[config.mk]
export PLATFORM = sky130hd
export DESIGN_NAME = led_step_sequencer
export DESIGN_NICKNAME = d
export VERILOG_FILES = /design/src/rtl/led_step_sequencer_pkg.sv /design/src/rtl/led_step_sequencer_dwell_timer.sv /design/src/rtl/led_step_sequencer.sv
export SDC_FILE = /design/constraint.sdc
export NUM_CORES = 1
export LEC_CHECK = 0
export CELL_PAD_IN_SITES_DETAIL_PLACEMENT = 0
export CELL_PAD_IN_SITES_GLOBAL_PLACEMENT = 1
export CORE_MARGIN = 1
export CORE_UTILIZATION = 40
export CTS_CLUSTER_SIZE = 10
export DETAILED_ROUTE_END_ITERATION = 10
export PLACE_DENSITY_LB_ADDON = 0.1
export SLEW_MARGIN = 20
export SYNTH_ARGS = -nofsm -noshare
export SYNTH_HDL_FRONTEND = slang
export SYNTH_SLANG_ARGS = --single-unit
[constraint.sdc]
create_clock -name clk -period 6.8 [get_ports clk]
set_input_delay 2.04 -clock clk [delete_from_list [all_inputs] [get_ports clk]]
set_output_delay 2.04 -clock clk [all_outputs]
set_load 0.02 [all_outputs]
[src/rtl/led_step_sequencer_pkg.sv]
// Shared state encoding and parameter defaults for the LED step sequencer.
package led_step_sequencer_pkg;
  localparam int NUM_STEPS_DEF = 4;
  localparam int DW_DEF        = 16;

  typedef enum logic [1:0] {
    ST_IDLE  = 2'd0,
    ST_RUN   = 2'd1,
    ST_PAUSE = 2'd2,
    ST_DONE  = 2'd3
  } state_e;
endpackage

[src/rtl/led_step_sequencer_dwell_timer.sv]
// Per-step dwell counter: counts 0..dwell_eff-1 while enabled, wraps on terminal count.
module dwell_timer #(
  parameter int DW = 16
) (
  input  logic          clk,
  input  logic          rst,
  input  logic          load,
  input  logic          enable,
  input  logic [DW-1:0] dwell_eff,
  output logic          tc
);
  logic [DW-1:0] timer_q, timer_d;

  // dwell_eff is never zero, so the subtraction cannot underflow
  assign tc = (timer_q == dwell_eff - DW'(1));

  always_comb begin
    timer_d = timer_q;
    if (load)        timer_d = '0;
    else if (enable) timer_d = tc ? '0 : timer_q + DW'(1);
  end

  always_ff @(posedge clk) begin
    if (rst) timer_q <= '0;
    else     timer_q <= timer_d;
  end
endmodule

[src/rtl/led_step_sequencer.sv]
// Steps an LED pattern index up or down with a programmable dwell, one-shot or looping,
// with pause/abort control. All outputs are registered.
module led_step_sequencer
  import led_step_sequencer_pkg::*;
#(
  parameter int NUM_STEPS = NUM_STEPS_DEF,
  parameter int DW        = DW_DEF
) (
  input  logic          clk,
  input  logic          rst,
  input  logic          start,
  input  logic          pause,
  input  logic          abort,
  input  logic          loop,
  input  logic          dir,
  input  logic [DW-1:0] dwell,
  output logic [31:0]   num,
  output logic          busy,
  output logic          step_strobe,
  output logic          done
);
  localparam int IW = (NUM_STEPS > 1) ? $clog2(NUM_STEPS) : 1;
  localparam logic [IW-1:0] LAST_IDX = IW'(NUM_STEPS - 1);

  state_e        state_q, state_d;
  logic [IW-1:0] num_q, num_d;
  logic          busy_q, busy_d;
  logic          strobe_q, strobe_d;
  logic          done_q, done_d;
  logic          loop_q, loop_d;
  logic          dir_q, dir_d;
  logic [DW-1:0] dwell_q, dwell_d;

  logic [DW-1:0] dwell_eff;
  logic [IW-1:0] next_idx;
  logic          at_last, tc, tmr_load, tmr_en;

  assign dwell_eff = (dwell_q == '0) ? DW'(1) : dwell_q;
  assign at_last   = dir_q ? (num_q == '0) : (num_q == LAST_IDX);

  always_comb begin
    next_idx = num_q;
    if (dir_q) next_idx = (num_q == '0) ? LAST_IDX : num_q - IW'(1);
    else       next_idx = (num_q == LAST_IDX) ? '0 : num_q + IW'(1);
  end

  dwell_timer #(.DW(DW)) u_timer (
    .clk       (clk),
    .rst       (rst),
    .load      (tmr_load),
    .enable    (tmr_en),
    .dwell_eff (dwell_eff),
    .tc        (tc)
  );

  always_comb begin
    state_d  = state_q;
    num_d    = num_q;
    loop_d   = loop_q;
    dir_d    = dir_q;
    dwell_d  = dwell_q;
    strobe_d = 1'b0;
    done_d   = 1'b0;
    tmr_load = 1'b0;
    tmr_en   = 1'b0;
    if (abort) begin
      state_d  = ST_IDLE;
      num_d    = '0;
      tmr_load = 1'b1;
    end else begin
      case (state_q)
        ST_IDLE: begin
          num_d    = '0;
          tmr_load = 1'b1;
          if (start) begin
            state_d  = ST_RUN;
            loop_d   = loop;
            dir_d    = dir;
            dwell_d  = dwell;
            num_d    = dir ? LAST_IDX : '0;
            strobe_d = 1'b1;
          end
        end
        ST_RUN: begin
          if (tc && !pause) begin
            if (at_last && !loop_q) begin
              state_d  = ST_DONE;
              done_d   = 1'b1;
              tmr_load = 1'b1;
            end else begin
              num_d    = next_idx;
              strobe_d = 1'b1;
              tmr_en   = 1'b1;
            end
          end else begin
            // the pausing cycle still counts, but a pending terminal count is held for resume
            tmr_en = !tc;
            if (pause) state_d = ST_PAUSE;
          end
        end
        ST_PAUSE: if (!pause) state_d = ST_RUN;
        ST_DONE: begin
          state_d  = ST_IDLE;
          num_d    = '0;
          tmr_load = 1'b1;
        end
        default: state_d = ST_IDLE;
      endcase
    end
    busy_d = (state_d == ST_RUN) || (state_d == ST_PAUSE);
  end

  always_ff @(posedge clk) begin
    if (rst) begin
      state_q  <= ST_IDLE;
      num_q    <= '0;
      busy_q   <= 1'b0;
      strobe_q <= 1'b0;
      done_q   <= 1'b0;
      loop_q   <= 1'b0;
      dir_q    <= 1'b0;
      dwell_q  <= '0;
    end else begin
      state_q  <= state_d;
      num_q    <= num_d;
      busy_q   <= busy_d;
      strobe_q <= strobe_d;
      done_q   <= done_d;
      loop_q   <= loop_d;
      dir_q    <= dir_d;
      dwell_q  <= dwell_d;
    end
  end

  assign num         = 32'(num_q);
  assign busy        = busy_q;
  assign step_strobe = strobe_q;
  assign done        = done_q;
endmodule

== Yosys cells after proc, flatten, opt, wreduce, memory -nomap -nowiden ==
Index checks and enable logic that the tools add are counted.
Widths: inputs -> output; s select.

* Add/subtract/negate cells: 4
* Eq/ne operators: 9
* Multiplexer cells: 29
* Bitwise logic cells: 2
* Reduce and logical (&&, ||, !) cells: 16

{| class="wikitable"
|+ Operators by type and width
! operator !! count
|-
| $mux 16 || 2
|-
| $mux 2 || 13
|-
| $add 16x1->16 const B || 1
|-
| $eq 16x16->1 || 1
|-
| $logic_not 16->1 || 1
|-
| $sub 16x1->16 const B || 1
|-
| $mux 1 || 10
|-
| $eq 2x2->1 const B || 4
|-
| $pmux 2 s4 || 1
|-
| $pmux 2 s3 || 1
|-
| $reduce_and 3->1 || 2
|-
| $reduce_or 2->1 || 3
|-
| $eq 2x1->1 const B || 2
|-
| $logic_not 2->1 || 2
|-
| $ne 2x2->1 const B || 2
|-
| $pmux 1 s2 || 2
|-
| $logic_not 1->1 || 3
|-
| $reduce_bool 3->1 || 1
|-
| $reduce_or 3->1 || 1
|-
| $add 2x1->2 const B || 1
|-
| $logic_and 1x1->1 || 2
|-
| $not 1->1 || 2
|-
| $sub 2x1->2 const B || 1
|-
| $logic_or 1x1->1 || 1
|}

* Bits in registers: 41
* Input port bits: 23
* Output and inout bits: 35
* Word-level logic and storage cells: 69

== Depth between registers and ports, before layout ==
Gate-level depths: netlist (run 1).

* Depth in word-level cells: 10
* Mapped depth: 15
* Mapped depth without buffers: 13

== By module ==
From an unflattened synthesis (run 1), not the netlist that was laid out.

* Cells, all modules: 356
* Area total of the unflattened synthesis: 2836.5 µm²

{| class="wikitable"
|+ By module, submodules not included
! module !! times used !! cells each !! area an instance (µm²) !! sequential area each (µm²)
|-
| led_step_sequencer || 1 || 188 || 1438.9 || 500.5
|-
| dwell_timer || 1 || 168 || 1397.6 || 320.3
|}

== Least setup slack after synthesis (run 1) ==
No wires, ideal clock.

* Path kind: input-to-reg
* Start: input abort
* End: register u_timer.timer_q[12]
* Setup time: 0.129 ns
* Data arrival time: 3.416 ns
* Data required time: 6.671 ns
* Setup slack: 3.255 ns
* Cell stages on the path: 8
* Path buffers: 1
* Cell sequence: clkbuf_1 nor2b_1 and3_1 and3_1 nor2b_1 nand4_1 xnor2_1 nor2b_1

* Word-level cells in the longest chain between the ends: 2
* Elaborated cells on any way between the ends: 3
* Classes of those cells: mux: 2; reduce/logical: 1

{| class="wikitable"
|+ Ends and longest elaborated chain
! what !! RTL line !! RTL
|-
| from (decl) || led_step_sequencer.sv:13 || <nowiki>input logic abort,</nowiki>
|-
| $mux 1 || led_step_sequencer.sv:66 || <nowiki>if (abort) begin</nowiki>
|-
| $reduce_or 2->1 (no source line) || n/a ||
|-
| to (signal assigned) || led_step_sequencer_dwell_timer.sv:25 || <nowiki>else timer_q <= timer_d;</nowiki>
|-
| to (decl) || led_step_sequencer_dwell_timer.sv:12 || <nowiki>logic [DW-1:0] timer_q, timer_d;</nowiki>
|}

Several ways; a longest one is shown, not always the timed one.
A chain may end at the register's enable or synchronous reset.

== Final worst setup path (run 1) ==
* Start: register dwell_q[0]
* End: register u_timer.timer_q[7]

* Word-level cells in the longest chain between the ends: 9
* Elaborated cells on any way between the ends: 14
* Classes of those cells: add/sub: 1; eq/ne: 1; mux: 8; reduce/logical: 4

{| class="wikitable"
|+ Ends and longest elaborated chain
! what !! RTL line !! RTL
|-
| from (decl) || led_step_sequencer.sv:32 || <nowiki>logic [DW-1:0] dwell_q, dwell_d;</nowiki>
|-
| from (signal assigned) || led_step_sequencer.sv:131 || <nowiki>dwell_q <= dwell_d;</nowiki>
|-
| $logic_not 16->1 || led_step_sequencer.sv:38 || <nowiki>assign dwell_eff = (dwell_q == '0) ? DW'(1) : dwell_q;</nowiki>
|-
| $mux 16 (*) || led_step_sequencer.sv:38 ||
|-
| $sub 16x1->16 (*) || led_step_sequencer_dwell_timer.sv:15 || <nowiki>assign tc = (timer_q == dwell_eff - DW'(1));</nowiki>
|-
| $eq 16x16->1 (*) || led_step_sequencer_dwell_timer.sv:15 ||
|-
| $logic_and 1x1->1 || led_step_sequencer.sv:85 || <nowiki>if (tc && !pause) begin</nowiki>
|-
| $mux 1 || led_step_sequencer.sv:85 ||
|-
| $pmux 1 s2 || led_step_sequencer.sv:71 || <nowiki>case (state_q)</nowiki>
|-
| $mux 1 || led_step_sequencer.sv:66 ||
|-
| $reduce_or 2->1 (no source line) || n/a ||
|}

Every way passes the cells marked *; elsewhere a longest branch is shown, timed or not.

==> results.yml, run 1 <==
global_routing:
  grt_first_pass_wirelength_um: 10810
  global_route.usage.met2_pct: 31.01
  grt_pass1_vias: 2185
  grt_antenna_before_repair: 0
  busiest_layer: "met2"
  grt.overflow.total: 0
  groute.layer.met3.usage_pct: 3.307
  met1_demand_to_capacity_share_in_global_routing_pct: 25.57
  grt_start_max_net_pins: 25
  grt_usage_pct: 18.83
sta:
  setup-tns-final_ns: 0
  report.final.slew_viol_count: 0
  finalCritPeriodShare_pct: 58.84
  final.setup_skew_ns: 0.004303
  slew_headroom_pct: 40.83
  setup_viol_count_final: 0
  final-hold-violation-count: 0
  max_clock_freq_mhz: 249.9
  setup_repair_after_global_routing_missed_its_margin: "false"
  finalCriticalPeriod_ns: 4.001
  tightestPinTransition_ns: 0.8848
drt:
  drtAntennaViolNets: 0
  total_routed_length_um: 6312
  drt-initial-drc-count: 103
  vias_per_cell: 5.262
  detail_route.first_pass.iterations: 5
  vias: 2389
  routedWlPerCell_um: 13.90
  drc: 0
floorplan:
  die_area_sq_um: 7237
  num_rows: 29
  dieWidth_um: 85.07
  floorplan.io_pins: 58
  core_area_sq_um: 6495
  initial_utilization_pct: 42.50
  die-height_um: 85.07
clocking:
  postCtsHoldBufs: 0
  clock_latency_ns: 0.29
  clock_root_buffer: "clkbuf_8"
  cts_inserted_buffers: 5
  tritoncts_num_sinks: 41
  cts.repair.resized: 0
  tritoncts: "built"
  path_clk_slew_ns: 0.08
  clock_tree.buffer_depth: 2
  h_tree_depth_reported_by_cts: 2
  cts_setup_buffers: 0
final_layout:
  layout-drive-gt1-share_pct: 5.305
  nets: 408
  multiInputGateArea_sq_um: 1745
  area_growth_syn_to_layout_pct: 11.56
  register_area_sq_um: 820.8
  nFillCells: 666
  antenna_cells_inserted: 0
synth:
  synth_top_area_cell: "dfxtp_1"
  syn-instance-count: 350
  sequential_cell_area_fraction_in_the_yosys_report_pct: 29.74
  synth-main-ff-cell: "dfxtp_1"
  post-synth-top-count-cell: "nand2_1"
  yosys_warnings: 0
  yosys-top-cells-count: "nand2_1, dfxtp_1, nor2_1"
  yosys.area.top_type_share_pct: 29.74
  edff_count_synth: 0
  async_flop_share_pct: 0
  syn_area_sq_um: 2760
  yosys-top-cells-area: "dfxtp_1, buf_4, nand2_1, xor2_1, nor2_1"
  synthesis.area_per_instance_sq_um: 7.886
  synth_cell_types: 60
  synth.ff_latch_count: 41
power_and_ir_drop:
  leakage_nw: 1.175
  ir_drop_uv: 99.23
  power_density_nw_per_um2: 178.1
  totalPowerFinal_w: 0.0005483
placed_design:
  gpl.final_weighted_congestion: 0.9065
  io_buffers: 27
  detailedPlacementHpwl_um: 4902
hold_path:
  worst_hold_check_path_type: "reg2reg"
critical_path:
  critical_path_peak_fanout: 9
  crit_arrival_ns: 4.19
  cp-start-kind: "flop"
  worstSetupPathType: "reg2reg"
  critical_path_required_ns: 6.99
  worstSetupEndpointType: "flop"
run_status:
  status: "finished, final reports clean"
job:
  cap_violations: 0
## area by class of cell
class / instances / share of cell area, %
well taps: 77 / 3.129
flip-flops and latches: 41 / 26.66
inverters: 9 / 1.097
multi-input cells: 288 / 56.68
clock buffers: 6 / 2.357
clock inverters: 2 / 0.3251
repair buffers: 31 / 9.752
## sequential cells by signal (all words and copies together) (netlist names)
signal	count
state_q	2
busy	1
dir_q	1
u_timer.timer_q	16
num_q	2
step_strobe	1
done	1
loop_q	1
dwell_q	16
## power breakdown
| group | leakage (nW) | total, W | internal (W) | switching [W] |
|---|---|---|---|---|
| registers | 0.333 | 0.000256 | 0.000246 | 0.00000920 |
| clock network | 0.0450 | 0.000157 | 0.0000713 | 0.0000858 |
| logic | 0.797 | 0.000136 | 0.0000551 | 0.0000806 |
| total | 1.17 | 0.000548 | 0.000373 | 0.000176 |
## critical path: stages (launching register included)
cell and delay, ns:
dfxtp_1 0.38, or4_1 0.66, nor2_1 0.24, a21oi_1 0.10, ha_1 0.27, nor3b_1 0.18, xnor2_1 0.24, o2111ai_1 0.16
a2111oi_0 0.47, nand3_1 0.26, a211o_1 0.32, o211ai_1 0.28, buf_4 0.27, nor2_1 0.06
## cells by family after synthesis
| kind of cell | Yosys count | share of synthesized area [%] |
|---|---|---|
| other | 1 | 0.1359 |
| AND/OR/NAND/NOR | 156 | 28.33 |
| XOR/XNOR | 31 | 10.34 |
| multiplexers | 5 | 1.904 |
| adder cells (fa/ha/maj) | 9 | 4.080 |
| flip-flops | 41 | 29.74 |
| AO/OA/AOI/OAI | 57 | 14.51 |
| buffers and inverters | 50 | 10.97 |
## placed cells by master, fill, tap and decap left out, types with 4 or more instances in the layout
cell and instances:
and3_1 8, nor4_1 6, clkdlybuf4s50_1 27, nor2_1 31, conb_1 30, nor3b_1 4
xor2_1 18, nand4_1 8, nand2_1 57, clkbuf_8 5, nor3_1 8, xnor2_1 12
nor2b_1 4, a21oi_1 22, nand3_1 9, o21ai_0 4, dfxtp_1 41, ha_1 9
inv_1 9
## through the flow
step           hold slack [ns]  cells  worst slack, ns  utilization (%)  area [sq um]
5_1_grt                 0.5002    454            2.506            47.41          3079
2_1_floorplan           0.4367    379            3.255                -          2869
4_1_cts                 0.4714    453            2.791            47.29          3072
3_5_place_dp            0.4596    445            2.518            46.02          2989
3_3_place_gp            0.4513    444            2.507            45.91          2982
6_report                0.4712    454            2.799            47.41          3079
## worst paths after layout
check	start	end	slack, ns	depth (start not counted)
max	dwell_q[0]	u_timer.timer_q[7]	2.80	13
min	loop_q	loop_q	0.47	2
max reg2reg	dwell_q[0]	u_timer.timer_q[7]	2.80	13
min reg2reg	loop_q	loop_q	0.47	2
## metal layers
| layer | routed length (um) | up-vias |
|---|---|---|
| met3 | 194 | 4 |
| met4 | 41 | 0 |
| li1 | - | 1223 |
| met1 | 3160 | 1112 |
| met2 | 2915 | 50 |
| met5 | 0 | - |
Note: power is estimated with default switching activity, not from simulation.
==> run 2, diff against run 1 <==
--- a/config.mk
+++ b/config.mk
@@ -8,7 +8,7 @@
 export CELL_PAD_IN_SITES_DETAIL_PLACEMENT = 0
 export CELL_PAD_IN_SITES_GLOBAL_PLACEMENT = 1
 export CORE_MARGIN = 1
-export CORE_UTILIZATION = 40
+export CORE_UTILIZATION = 38
 export CTS_CLUSTER_SIZE = 10
 export DETAILED_ROUTE_END_ITERATION = 10
 export PLACE_DENSITY_LB_ADDON = 0.1
==> constraint.sdc (replaced) <==
create_clock -name clk -period 4.1 [get_ports clk]
set_input_delay 1.23 -clock clk [delete_from_list [all_inputs] [get_ports clk]]
set_output_delay 1.23 -clock clk [all_outputs]
set_load 0.02 [all_outputs]
==> run 2 against run 1 <==
Clock skew is 0.0049 ns higher. Combinational power rose by 65%. Total power grew 89%. Routed wire length rose by 1.7%. Hold slack got worse by 0.0031 ns. Final area is 3.2% higher. Die area increased by 5.1%. Critical endpoint is now num_q[1]. Largest power group unchanged.
==> results.yml, run 2 (synthesis results as in run 1) <==
critical_path:
  crit_path_max_incr_delay_ns: 0.63
  timing.critical_path.cells: "or4_1 > nor2_1 > a21oi_1 > ha_1 > nor3b_1 > a221o_1 > o311ai_0 > nor2_1 > nor3_1 > nand3_1 > or4_1 > o21ai_1 > mux2i_1"
  crit_arrival_ns: 3.80
  critical_path_required_ns: 4.33
  cp_slowest_cell: "or4_1"
  worstSetupPathType: "reg2reg"
  cp-start-kind: "flop"
  critical_path_peak_fanout: 7
  worstSetupEndpointType: "flop"
job:
  cap_violations: 0
global_routing:
  grt_usage_pct: 18.47
  grt_antenna_before_repair: 0
  grt_first_pass_wirelength_um: 10890
  grt.overflow.total: 0
  grt_start_max_net_pins: 25
  grt_pass1_vias: 2263
clocking:
  cts_inserted_buffers: 5
  cts.repair.resized: 0
  postCtsHoldBufs: 0
  clock_latency_ns: 0.29
  h_tree_depth_reported_by_cts: 2
  tritoncts_num_sinks: 41
  clock_tree.buffer_depth: 2
  clock_root_buffer: "clkbuf_8"
  tritoncts: "built"
  path_clk_slew_ns: 0.09
  cts_setup_buffers: 0
hold_path:
  worst_hold_check_path_type: "reg2reg"
floorplan:
  dieWidth_um: 87.23
  die_area_sq_um: 7608
  die-height_um: 87.23
  num_rows: 30
  initial_utilization_pct: 39.96
  floorplan.io_pins: 58
  core_area_sq_um: 6907
placed_design:
  io_buffers: 27
  gpl.final_weighted_congestion: 0.9283
  detailedPlacementHpwl_um: 4953
  placedCellCount: 468
drt:
  routedWlPerCell_um: 13.48
  drtAntennaViolNets: 0
  drt-initial-drc-count: 140
  vias: 2408
  drc: 0
  detail_route.first_pass.iterations: 4
  total_routed_length_um: 6418
  vias_per_cell: 5.059
sta:
  setup_viol_count_final: 0
  setup_repair_after_global_routing_missed_its_margin: "false"
  slew_headroom_pct: 49.81
  report.final.slew_viol_count: 0
  setup-tns-final_ns: 0
  finalCriticalPeriod_ns: 3.572
  max_clock_freq_mhz: 280.0
  final-hold-violation-count: 0
  tightestPinTransition_ns: 0.7478
  finalCritPeriodShare_pct: 87.11
  final.setup_skew_ns: 0.009183
power_and_ir_drop:
  totalPowerFinal_w: 0.001036
  leakage_nw: 1.212
  power_density_nw_per_um2: 326.1
  ir_drop_uv: 145.1
run_status:
  status: "finished, final reports clean"
final_layout:
  area_growth_syn_to_layout_pct: 15.10
  layout.cells.most_common_list: "nand2_1, dfxtp_1, nor2_1"
  antenna_cells_inserted: 0
  top_flop_regs: "dwell_q: 16 flops, u_timer.timer_q: 16 flops"
  nets: 411
  final_common_cell: "nand2_1"
  post_layout_nonfiller_instances: 476
  layout-drive-gt1-share_pct: 6.316
## run 2: routing by layer
metal	GRT usage, %	routed length [um]
met5	0	0
met2	29.92	2945
met1	24.51	3070
met4	6.706	100
met3	3.412	301
## run 2: layout make-up
cell class,count,area [sq um]
fillers,718,3730
multi-input cells,288,1745
clock inverters,3,65.06
inverters,9,33.78
repair buffers,34,322.8
flip-flops and latches,41,820.8
clock buffers,5,68.82
well taps,96,120.1
## run 2: worst paths after layout
kind,from,to,slack (ns),depth (start not counted)
max,dwell_q[0],num_q[1],0.53,13
max reg2reg,dwell_q[0],num_q[1],0.53,13
min,loop_q,loop_q,0.47,2
min reg2reg,loop_q,loop_q,0.47,2
## run 2: power by group
group / switching [W] / internal, W / total, W
combinational: 0.000131 / 0.0000941 / 0.000225
clock: 0.000145 / 0.000242 / 0.000387
sequential: 0.0000150 / 0.000409 / 0.000424
## run 2: critical path: cells and delay by family (launching register included)
kind	cells	cell delay, ns
and+or+nand+nor	7	1.97
AOI/OAI and AO/OA	4	0.71
DFF	1	0.36
adders and majority gates	1	0.26
muxes	1	0.20
## run 2: stage by stage
stage	instance area (sq um)	hold slack (ns)	util (%)	setup WS, ns
finish	3177	0.4680	46.00	0.5284
global route	3177	0.5148	46.00	0.1795
CTS	3177	0.4730	46.00	0.5321
detailed placement	3043	0.4614	44.06	0.5658
global placement	3043	0.4574	44.06	0.6192
floorplan	2869	0.4367	-	0.8716
